File: config.mk
export PLATFORM = sky130hd
export DESIGN_NAME = idu_nway
export DESIGN_NICKNAME = d
export VERILOG_FILES = /design/src/rtl/idu_pkg.sv /design/src/rtl/idu_bundle_fifo.sv /design/src/rtl/idu_decode.sv /design/src/rtl/idu_nway.sv
export SDC_FILE = /design/constraint.sdc
export NUM_CORES = 1
export LEC_CHECK = 0
export CORE_MARGIN = 5
export CORE_UTILIZATION = 35
export DETAILED_ROUTE_END_ITERATION = 8
export PLACE_DENSITY = 0.64
export SETUP_SLACK_MARGIN = 0.3
export SLEW_MARGIN = 20
export SYNTH_ARGS = -nofsm -noshare
export SYNTH_HDL_FRONTEND = slang
export SYNTH_SLANG_ARGS = --single-unit
File: constraint.sdc
create_clock -name clk -period 2.4 [get_ports clk]
set_input_delay 0.72 -clock clk [delete_from_list [all_inputs] [get_ports clk]]
set_output_delay 0.72 -clock clk [all_outputs]
set_load 0.02 [all_outputs]
File: src/rtl/idu_pkg.sv
// Shared types, widths and helpers for the N-lane instruction decode stage.
package idu_pkg;

    localparam int unsigned IDU_MAX_LANES   = 4;
    localparam int unsigned INST_DATA_WIDTH = 32;
    localparam int unsigned INST_ADDR_WIDTH = 32;

    typedef enum logic [6:0] {
        OPC_LOAD   = 7'b0000011,
        OPC_FENCE  = 7'b0001111,
        OPC_OP_IMM = 7'b0010011,
        OPC_AUIPC  = 7'b0010111,
        OPC_STORE  = 7'b0100011,
        OPC_OP     = 7'b0110011,
        OPC_LUI    = 7'b0110111,
        OPC_BRANCH = 7'b1100011,
        OPC_JALR   = 7'b1100111,
        OPC_JAL    = 7'b1101111,
        OPC_SYSTEM = 7'b1110011
    } opcode_e;

    typedef struct packed {
        logic                       valid;
        logic [INST_DATA_WIDTH-1:0] inst;
        logic [INST_ADDR_WIDTH-1:0] addr;
        logic                       reg_we;
        logic [4:0]                 reg_waddr;
        logic [4:0]                 reg1_raddr;
        logic [4:0]                 reg2_raddr;
        logic                       csr_we;
        logic [11:0]                csr_waddr;
        logic [11:0]                csr_raddr;
        logic [31:0]                imm;
        logic [9:0]                 dec_info;   // {funct3, opcode}
        logic                       pred_branch;
        logic                       illegal;
        logic                       jump;
        logic                       branch;
        logic                       csr_type;
    } idu_lane_t;

    // Lowest contiguous run of ones starting at bit 0.
    function automatic logic [IDU_MAX_LANES-1:0] prefix_mask(input logic [IDU_MAX_LANES-1:0] mask);
        logic run;
        prefix_mask = '0;
        run = 1'b1;
        for (int unsigned i = 0; i < IDU_MAX_LANES; i++) begin
            run = run & mask[i];
            prefix_mask[i] = run;
        end
    endfunction

endpackage

File: src/rtl/idu_bundle_fifo.sv
// Bundle FIFO: storage, pointers, count, per-lane done mask and head retire.
module idu_bundle_fifo
    import idu_pkg::*;
#(
    parameter int unsigned NUM_LANES     = 2,
    parameter int unsigned DEPTH         = 2,
    parameter int unsigned SERIALIZE_CSR = 1
) (
    input  logic                            clk,
    input  logic                            rst_n,
    input  logic                            flush_i,
    input  logic                            wr_en_i,
    input  idu_lane_t [NUM_LANES-1:0]       wr_lanes_i,
    input  logic [NUM_LANES-1:0]            ack_i,
    output logic                            full_o,
    output logic                            empty_o,
    output logic                            partial_o,
    output logic [NUM_LANES-1:0]            head_valid_o,
    output idu_lane_t [NUM_LANES-1:0]       head_lanes_o
);

    localparam int unsigned PTR_W = $clog2(DEPTH);
    localparam int unsigned CNT_W = $clog2(DEPTH) + 1;
    localparam logic [CNT_W-1:0] DEPTH_C = CNT_W'(DEPTH);

    idu_lane_t [NUM_LANES-1:0] mem_q [DEPTH];
    idu_lane_t [NUM_LANES-1:0] mem_d [DEPTH];
    logic [PTR_W-1:0]          wr_ptr_q, wr_ptr_d, rd_ptr_q, rd_ptr_d;
    logic [CNT_W-1:0]          count_q, count_d;
    logic [NUM_LANES-1:0]      done_q, done_d;
    logic [NUM_LANES-1:0]      stored_vld, pend, ack_eff;
    logic                      ser_block, retire;

    assign full_o  = (count_q == DEPTH_C);
    assign empty_o = (count_q == '0);

    always_comb begin
        head_lanes_o = '0;
        stored_vld   = '0;
        head_valid_o = '0;
        ser_block    = 1'b0;
        if (!empty_o) begin
            head_lanes_o = mem_q[rd_ptr_q];
            for (int unsigned i = 0; i < NUM_LANES; i++) stored_vld[i] = mem_q[rd_ptr_q][i].valid;
        end
        pend = stored_vld & ~done_q;
        for (int unsigned i = 0; i < NUM_LANES; i++) begin
            head_valid_o[i] = pend[i] & ~ser_block;
            if (SERIALIZE_CSR != 0 && pend[i] && (head_lanes_o[i].csr_type || head_lanes_o[i].illegal))
                ser_block = 1'b1;
        end
        // Done lanes are always an in-order prefix, so OR-ing them in lets one
        // prefix scan find the contiguous ack run starting at the oldest pending lane.
        ack_eff   = NUM_LANES'(prefix_mask(IDU_MAX_LANES'((ack_i & head_valid_o) | done_q))) & ~done_q;
        retire    = !empty_o && (((done_q | ack_eff) & stored_vld) == stored_vld);
        partial_o = (ack_eff != '0) && !retire;
    end

    always_comb begin
        mem_d    = mem_q;
        wr_ptr_d = wr_ptr_q;
        rd_ptr_d = rd_ptr_q;
        done_d   = done_q | ack_eff;
        count_d  = count_q + CNT_W'(wr_en_i) - CNT_W'(retire);
        if (wr_en_i) begin
            mem_d[wr_ptr_q] = wr_lanes_i;
            wr_ptr_d        = wr_ptr_q + PTR_W'(1);
        end
        if (retire) begin
            rd_ptr_d = rd_ptr_q + PTR_W'(1);
            done_d   = '0;
        end
        if (flush_i) begin
            mem_d    = mem_q;
            wr_ptr_d = '0;
            rd_ptr_d = '0;
            count_d  = '0;
            done_d   = '0;
        end
    end

    always_ff @(posedge clk) begin
        if (!rst_n) begin
            for (int unsigned i = 0; i < DEPTH; i++) mem_q[i] <= '0;
            wr_ptr_q <= '0;
            rd_ptr_q <= '0;
            count_q  <= '0;
            done_q   <= '0;
        end else begin
            mem_q    <= mem_d;
            wr_ptr_q <= wr_ptr_d;
            rd_ptr_q <= rd_ptr_d;
            count_q  <= count_d;
            done_q   <= done_d;
        end
    end

endmodule

File: src/rtl/idu_decode.sv
// Single-lane combinational RV32I decoder; all fields are zero when the lane is invalid.
module idu_decode
    import idu_pkg::*;
(
    input  logic                       valid_i,
    input  logic [INST_DATA_WIDTH-1:0] inst_i,
    input  logic [INST_ADDR_WIDTH-1:0] addr_i,
    input  logic                       pred_branch_i,
    output idu_lane_t                  lane_o
);

    logic [6:0] opcode;
    logic [2:0] funct3;
    logic [4:0] rd, rs1, rs2;
    logic [31:0] imm_i;

    assign opcode = inst_i[6:0];
    assign funct3 = inst_i[14:12];
    assign rd     = inst_i[11:7];
    assign rs1    = inst_i[19:15];
    assign rs2    = inst_i[24:20];
    assign imm_i  = {{20{inst_i[31]}}, inst_i[31:20]};

    always_comb begin
        lane_o = '0;
        if (valid_i) begin
            lane_o.valid       = 1'b1;
            lane_o.inst        = inst_i;
            lane_o.addr        = addr_i;
            lane_o.pred_branch = pred_branch_i;
            lane_o.dec_info    = {funct3, opcode};
            case (opcode)
                OPC_LUI, OPC_AUIPC: begin
                    lane_o.reg_we = 1'b1; lane_o.reg_waddr = rd;
                    lane_o.imm = {inst_i[31:12], 12'b0};
                end
                OPC_JAL: begin
                    lane_o.reg_we = 1'b1; lane_o.reg_waddr = rd; lane_o.jump = 1'b1;
                    lane_o.imm = {{12{inst_i[31]}}, inst_i[19:12], inst_i[20], inst_i[30:21], 1'b0};
                end
                OPC_JALR: begin
                    lane_o.reg_we = 1'b1; lane_o.reg_waddr = rd; lane_o.reg1_raddr = rs1;
                    lane_o.jump = 1'b1; lane_o.imm = imm_i;
                end
                OPC_BRANCH: begin
                    lane_o.reg1_raddr = rs1; lane_o.reg2_raddr = rs2; lane_o.branch = 1'b1;
                    lane_o.imm = {{20{inst_i[31]}}, inst_i[7], inst_i[30:25], inst_i[11:8], 1'b0};
                end
                OPC_LOAD, OPC_OP_IMM: begin
                    lane_o.reg_we = 1'b1; lane_o.reg_waddr = rd; lane_o.reg1_raddr = rs1;
                    lane_o.imm = imm_i;
                end
                OPC_STORE: begin
                    lane_o.reg1_raddr = rs1; lane_o.reg2_raddr = rs2;
                    lane_o.imm = {{20{inst_i[31]}}, inst_i[31:25], inst_i[11:7]};
                end
                OPC_OP: begin
                    lane_o.reg_we = 1'b1; lane_o.reg_waddr = rd;
                    lane_o.reg1_raddr = rs1; lane_o.reg2_raddr = rs2;
                end
                OPC_FENCE: ;
                OPC_SYSTEM: begin
                    // ECALL/EBREAK also serialize, so the whole opcode is CSR-type.
                    lane_o.csr_type = 1'b1;
                    if (funct3 != 3'b000) begin
                        lane_o.reg_we = 1'b1; lane_o.reg_waddr = rd;
                        lane_o.csr_we = 1'b1;
                        lane_o.csr_waddr = inst_i[31:20]; lane_o.csr_raddr = inst_i[31:20];
                        if (funct3[2]) lane_o.imm = {27'b0, rs1};
                        else           lane_o.reg1_raddr = rs1;
                    end
                end
                default: lane_o.illegal = 1'b1;
            endcase
        end
    end

endmodule

File: src/rtl/idu_nway.sv
// N-lane decode stage: per-lane decoders feeding a bundle FIFO with partial-issue ack.
// Optional perf counters are built when IDU_PERF_CNT_EN is defined.
module idu_nway
    import idu_pkg::*;
#(
    parameter int unsigned NUM_LANES     = 2,
    parameter int unsigned DEPTH         = 2,
    parameter int unsigned SERIALIZE_CSR = 1
) (
    input  logic                                 clk,
    input  logic                                 rst_n,
    input  logic                                 in_valid_i,
    output logic                                 in_ready_o,
    input  logic [NUM_LANES-1:0]                 in_lane_valid_i,
    input  logic [NUM_LANES*INST_DATA_WIDTH-1:0] in_inst_i,
    input  logic [NUM_LANES*INST_ADDR_WIDTH-1:0] in_addr_i,
    input  logic [NUM_LANES-1:0]                 in_pred_branch_i,
    input  logic                                 flush_i,
    output logic [NUM_LANES-1:0]                 out_lane_valid_o,
    output logic [NUM_LANES*$bits(idu_lane_t)-1:0] out_lane_o,
    input  logic [NUM_LANES-1:0]                 issue_ack_i,
    output logic                                 empty_o
`ifdef IDU_PERF_CNT_EN
    ,
    output logic [31:0]                          perf_stall_cnt_o,
    output logic [31:0]                          perf_partial_cnt_o
`endif
);

    logic [NUM_LANES-1:0]      eff_mask;
    idu_lane_t [NUM_LANES-1:0] dec_lanes, head_lanes;
    logic                      fifo_full, wr_en, ack_partial;

    assign eff_mask   = NUM_LANES'(prefix_mask(IDU_MAX_LANES'(in_lane_valid_i)));
    assign in_ready_o = rst_n & ~fifo_full;
    assign wr_en      = in_valid_i & in_ready_o & (eff_mask != '0) & ~flush_i;
    assign out_lane_o = head_lanes;

    for (genvar g = 0; g < NUM_LANES; g++) begin : g_lane
        idu_decode u_decode (
            .valid_i       (eff_mask[g]),
            .inst_i        (in_inst_i[g*INST_DATA_WIDTH +: INST_DATA_WIDTH]),
            .addr_i        (in_addr_i[g*INST_ADDR_WIDTH +: INST_ADDR_WIDTH]),
            .pred_branch_i (in_pred_branch_i[g]),
            .lane_o        (dec_lanes[g])
        );
    end

    idu_bundle_fifo #(
        .NUM_LANES     (NUM_LANES),
        .DEPTH         (DEPTH),
        .SERIALIZE_CSR (SERIALIZE_CSR)
    ) u_fifo (
        .clk          (clk),
        .rst_n        (rst_n),
        .flush_i      (flush_i),
        .wr_en_i      (wr_en),
        .wr_lanes_i   (dec_lanes),
        .ack_i        (issue_ack_i),
        .full_o       (fifo_full),
        .empty_o      (empty_o),
        .partial_o    (ack_partial),
        .head_valid_o (out_lane_valid_o),
        .head_lanes_o (head_lanes)
    );

`ifdef IDU_PERF_CNT_EN
    logic [31:0] stall_cnt_q, stall_cnt_d, partial_cnt_q, partial_cnt_d;

    always_comb begin
        stall_cnt_d   = stall_cnt_q + 32'(in_valid_i & ~in_ready_o);
        partial_cnt_d = partial_cnt_q + 32'(ack_partial);
        if (flush_i) begin
            stall_cnt_d   = '0;
            partial_cnt_d = '0;
        end
    end

    always_ff @(posedge clk) begin
        if (!rst_n) begin
            stall_cnt_q   <= '0;
            partial_cnt_q <= '0;
        end else begin
            stall_cnt_q   <= stall_cnt_d;
            partial_cnt_q <= partial_cnt_d;
        end
    end

    assign perf_stall_cnt_o   = stall_cnt_q;
    assign perf_partial_cnt_o = partial_cnt_q;
`else
    logic unused_ack_partial;
    assign unused_ack_partial = ack_partial;
`endif

endmodule

# [Word level (Yosys, flattened, before mapping)]
# Index checks and enable logic that the tools add are counted.
[totals] reg_bits=618 word_cells=186
[op_classes] addsub=4 order_cmp=3 n_eq_ne=24 muxes=37 n_bitwise=20 n_reduce_logical=26
[ops] operator="two-way mux 306 bit" n=5
[ops] operator="bitwise mux 612 bit" n=1
[ops] operator="one-hot mux 32 bit (6 select lines)" n=2
[ops] operator="demux 306 bit (select 1 bit)" n=1
[ops] operator="two-way mux 153 bit" n=2
[ops] operator="two-way mux 57 bit" n=2
[ops] operator="equality test 7 bit (second input constant)" n=8
[ops] operator="two-way mux 25 bit" n=2
[ops] operator="equality test 7 x 6 -> 1 bit (second input constant)" n=6
[ops] operator="two-way mux 5 bit" n=6
[ops] operator="equality test 7 x 5 -> 1 bit (second input constant)" n=4
[ops] operator="one-hot mux 6 bit (2 select lines)" n=2
[ops] operator="two-way mux 11 bit" n=2
[ops] operator="OR reduction 11 bit" n=2
[ops] operator="one-hot mux 5 bit (2 select lines)" n=2
[ops] operator="OR reduction 3 bit" n=5
[ops] operator="equality test 7 x 2 -> 1 bit (second input constant)" n=2
[ops] operator="equality test 7 x 4 -> 1 bit (second input constant)" n=2
[ops] operator="OR reduction 7 bit" n=2
[ops] operator="OR reduction 6 bit" n=2
[ops] operator="OR reduction 2 bit" n=5
[ops] operator="two-way mux 1 bit" n=9
[ops] operator="AND 2 bit" n=4
[ops] operator="AND 1 bit" n=7
[ops] operator="other kinds (19)" n=29

# [Depth between registers and ports, before layout]
[depth] word_depth=19 ltp_mapped=11 depth_no_buf=10

# [Hierarchy]
# From an unflattened synthesis, not the netlist that was laid out.
[unflattened] hier_cells=3914 hier_area_um2=30904.6
[by_module_without_submodules] mod="idu_bundle_fifo" instances=1 cells_per_inst=3383 area_per_inst_um2=27616.5 seq_area_each_um2=12371.9
[by_module_without_submodules] mod="idu_decode at g_lane[1].u_decode" instances=1 cells_per_inst=259 area_per_inst_um2=1630.3 seq_area_each_um2=0.0
[by_module_without_submodules] mod="idu_decode at g_lane[0].u_decode" instances=1 cells_per_inst=269 area_per_inst_um2=1627.8 seq_area_each_um2=0.0
[by_module_without_submodules] mod="idu_nway" instances=1 cells_per_inst=3 area_per_inst_um2=30.0 seq_area_each_um2=0.0

# [Least setup slack after synthesis]
# OpenSTA, ideal clock, no wires.
[synth_timing] path_kind="reg2out" start="register u_fifo.rd_ptr_q" end="output port out_lane_o[273]" arrival_time_ns=1.859 slack_ns=-0.179 path_stages_with_launch=8 path_cell_list="dfxtp_1 > buf_2 > clkbuf_1 > clkbuf_1 > buf_2 > mux2i_1 > nor2_1 > buf_4"
[synth_via] elab_chain_len=5
[synth_lines] element="start, declared" line_no="idu_bundle_fifo.sv:28" source="logic [PTR_W-1:0] wr_ptr_q, wr_ptr_d, rd_ptr_q, rd_ptr_d;"
[synth_lines] element="start signal, assigned" line_no="idu_bundle_fifo.sv:92" source="rd_ptr_q <= rd_ptr_d;"
[synth_lines] element="inverter 1 -> 2 bit (not written as such)" line_no="idu_bundle_fifo.sv:43" source="head_lanes_o = mem_q[rd_ptr_q];"
[synth_lines] element="two-way mux 306 bit (not written as such) (3 in a row)" line_no="idu_bundle_fifo.sv:43"
[synth_lines] element="two-way mux 306 bit" line_no="idu_bundle_fifo.sv:42" source="if (!empty_o) begin"
[synth_lines] element="end, declared" line_no="idu_nway.sv:20" source="output logic [NUM_LANES*$bits(idu_lane_t)-1:0] out_lane_o,"
# No other way between the ends. The select of a mux whose other input is x is not followed.

# [Worst setup path in the final report]
[layout_timing] start="register u_fifo.rd_ptr_q" end="output port out_lane_o[238]"
# The elaborated chain is that of the path after synthesis.

==> metrics.txt <==
Tot GR Track Use 21.01%; commonest register cell after synthesis dfxtp_1; Gate power share under 10%; DP Area 31240 µm²; first-pass GRT wire length 125.7 mm; die height about 270 µm; final setup violation count 311; Synth Area in Adders 0.1044%; Syn. warnings 0; DP HPWL roughly 56 mm; Worst-path clk slew 0.06 ns; initial antenna violation count 8; Reg power frac between 40 and 50%; clk_skew roughly 0.022 ns; die area 73840 µm²; WL per Instance a little under 20 µm; worst-skew pair later-pin latency roughly 0.63 ns; crit-path cells buf_6, bufbuf_16, mux2i_2, nor2_1, dlygate4sd2_1; hold-fix buffer count after cts 0; Yosys top cell by area dfxtp_1; Seq/Total Area, Yosys 44.25%; num ports 448; Initial DRC Count ~1800; Arrival @ worst endpoint between 2 and 2.5 ns; Hold Path Origin u_fifo.mem_q[503]; TritonCTS clock tree done; CP startpoint u_fifo.rd_ptr_q; slowest stage delay, CP between 0.4 and 0.5 ns; CTS sink count 530; vias in the first global route 21436; reg2reg start u_fifo.rd_ptr_q; HP Class reg -> reg; syn nets 2955; DRC 0; cell internal pwr 15.03 mW; Slew Viols, Final 0; post-layout min period approximately 2.9 ns; Post-Syn Area 23980 µm²; Pleak 12.50 nW; maxcap violations 0; final layout net count 3519; net switching fraction of the power 23.42%; Design Area, Final between 30000 and 40000 µm²; Area contributors post-synth dfxtp_1 44%, mux2i_1 11%, nand2_1 5.8%; clock group share of total power 46.8%; Reg2Reg Depth 14; Worst path top cell family by delay buffers and inverters; largest net degree at the start of global routing 159; Net Switching 4.597 mW; mux cell area share after synthesis 11.11%; Peak Freq 341.5 MHz; CP required approximately 1.7 ns; DR vias/cell 5.145; TritonCTS Buffers 58; detailed-route via count 22170; final worst slack -0.5283 ns; period utilization 122.0%; Mean Syn Cell Area 8.518 µm²; layout cells sized above 1 22.16%; final std cells w/o fill 4309; H-tree levels 2; Max FO, Critical Path 7; EDFF count, synth 0; complex-gate fraction of the synthesized area 18.10%; unrepaired setup endpoints after global routing yes; GPL Wtd Cong around 0.85; hold path depth 2; Worst path depth 5; drt pass-1 iters 5; Die X 271.7 µm; CP Class reg -> out; worst vdd ir 0.0005408 V; Core Rows between 90 and 100; startpoint types flip-flop; routed wire length 82.78 mm; Synth top area share between 40 and 50%; Slew @ Worst Pin 1.018 ns; WP buf/inv 3; async set-reset flop share out of synthesis 0%; Hold Violations, Final 0; R2R Setup Slk -0.27 ns; post-synthesis simple-gate area fraction 20.62%; pre-CTS WS -0.4270 ns; failing checks setup timing; xor/xnor share of the synthesized area 0.07305%; dpl cells 4132; Seq cells post-synth 530; critical path endpoint category output pin; Final ANT Viol Nets 0; CP max-delay cell dfxtp_4; total grt overflow 0; clock tree buffer depth 3; Post-Syn Instances 2815; Layout area overhead 44.51%; library cells used by synthesis 66; initial core utilization 35.15%; count of input and output buffers roughly 450; CORE AREA 68230 µm²; status finished, violations left; Pwr Density 566.5 nW/µm²; Root Driver clkbuf_16; relative slew slack about a third; largest family of logic cells by synthesized area simple AND/OR/NAND/NOR gates
==> cell usage after synthesis (68+ instances only) <==
cell type / count
dfxtp_1: 530
clkbuf_1: 172
mux2i_1: 264
a22oi_1: 80
nor2_1: 321
nand3_1: 215
a21oi_1: 71
o21ai_0: 115
a21boi_0: 183
a22o_1: 68
nor2b_1: 109
nand2_1: 371
==> logic make-up (layout without fill, tap and decap cells) <==
kind of cell / Yosys count / count (layout)
buffers and inverters: 301 / 907
XOR/XNOR: 2 / 2
multiplexers: 266 / 266
flip-flops: 530 / 530
adder cells (fa/ha/maj): 2 / 2
AO/OA/AOI/OAI: 623 / 623
AND/OR/NAND/NOR: 1091 / 1091
other: 0 / 6
==> through the flow <==
| stage | hold WS (ns) | TNS (ns) | utilization, % | power, mW |
|---|---|---|---|---|
| after detailed placement | 0.4411 | -136.72 | 45.79 | 10.45 |
| final | 0.4515 | -119.14 | 50.79 | 19.63 |
| after CTS | 0.4523 | -139.75 | 49.37 | 19.74 |
| after global placement | 0.4328 | -123.76 | 45.79 | 10.45 |
| after global routing | 0.4656 | -146.27 | 50.79 | 20.29 |
| after floorplan | 0.4244 | 0 | - | 9.675 |
==> cells in the final DEF (no fill, tap or decap), types with 11 or more instances in the layout <==
master / synthesis / routed
a21boi_0: 183 / 183
a21boi_1: 45 / 45
a21o_1: 17 / 17
a21oi_1: 71 / 71
a22o_1: 68 / 68
a22oi_1: 80 / 80
and2_1: 16 / 11
buf_12: 0 / 69
buf_16: 0 / 12
buf_2: 53 / 52
buf_4: 46 / 273
buf_6: 1 / 52
clkbuf_16: 0 / 65
clkbuf_2: 1 / 11
clkbuf_8: 0 / 12
clkdlybuf4s50_1: 0 / 135
dfxtp_1: 530 / 529
dlygate4sd2_1: 0 / 174
mux2i_1: 264 / 166
mux2i_2: 0 / 50
mux2i_4: 0 / 48
nand2_1: 371 / 371
nand3_1: 215 / 215
nor2_1: 321 / 271
nor2_2: 0 / 37
nor2_4: 0 / 13
nor2b_1: 109 / 109
nor3_1: 17 / 16
o21ai_0: 115 / 115
==> metal layers <==
metal	GRT usage, %	part of all wire (%)	vias to the layer above
met5	0	0.029	-
met1	28.49	44	10602
met2	33.07	46	622
li1	-	-	10821
met4	6.102	2.7	4
met3	5.515	7.1	121
==> registers in the layout, indices dropped and copies added, names as in the netlist <==
| register | flops |
|---|---|
| u_fifo.count_q | 2 |
| u_fifo.done_q | 2 |
| u_fifo.mem_q | 524 |
| u_fifo.rd_ptr_q | 1 |
| u_fifo.wr_ptr_q | 1 |
==> worst reg2reg max path, stage by stage, from the launching register on <==
cell,delay (ns)
dfxtp_4,0.45
buf_6,0.12
buf_6,0.11
buf_6,0.10
mux2i_4,0.24
buf_6,0.15
a2111oi_4,0.03
o21a_1,0.20
o31a_2,0.29
ha_1,0.27
inv_1,0.04
ha_1,0.18
xor2_1,0.20
xnor2_1,0.14
nor2_1,0.05
==> power by group through the flow <==
stage / logic [mW] / registers, mW / clock network [mW]
final: 1.59 / 8.85 / 9.19
after floorplan: 0.640 / 9.04 / 0
after detailed placement: 1.41 / 9.04 / 0
after global placement: 1.41 / 9.04 / 0
after CTS: 1.49 / 8.85 / 9.40
after global routing: 1.68 / 8.85 / 9.76
==> layout make-up <==
class	instances	area (µm²)
fillers	6420	33580
multi-input cells	1984	13010
flip-flops and latches	530	10610
repair buffers	798	7924
clock buffers	80	1654
well taps	882	1104
clock inverters	22	299.0
inverters	7	26.28
diodes	6	15.01
==> final timing paths <==
kind,to
hold reg to reg,u_fifo.mem_q[503]
hold / removal,u_fifo.mem_q[503]
setup reg to reg,u_fifo.count_q[1]
setup / recovery,out_lane_o[238]
==> what timing repair did <==
| item | in CTS | in global routing |
|---|---|---|
| cloned | 10 | 7 |
| resized for setup | 608 | 357 |
| pin swaps | 2 | 10 |
| setup endpoints to repair | 325 | 578 |
| setup buffers | 24 | 28 |
(Power assumes the default switching activity.)
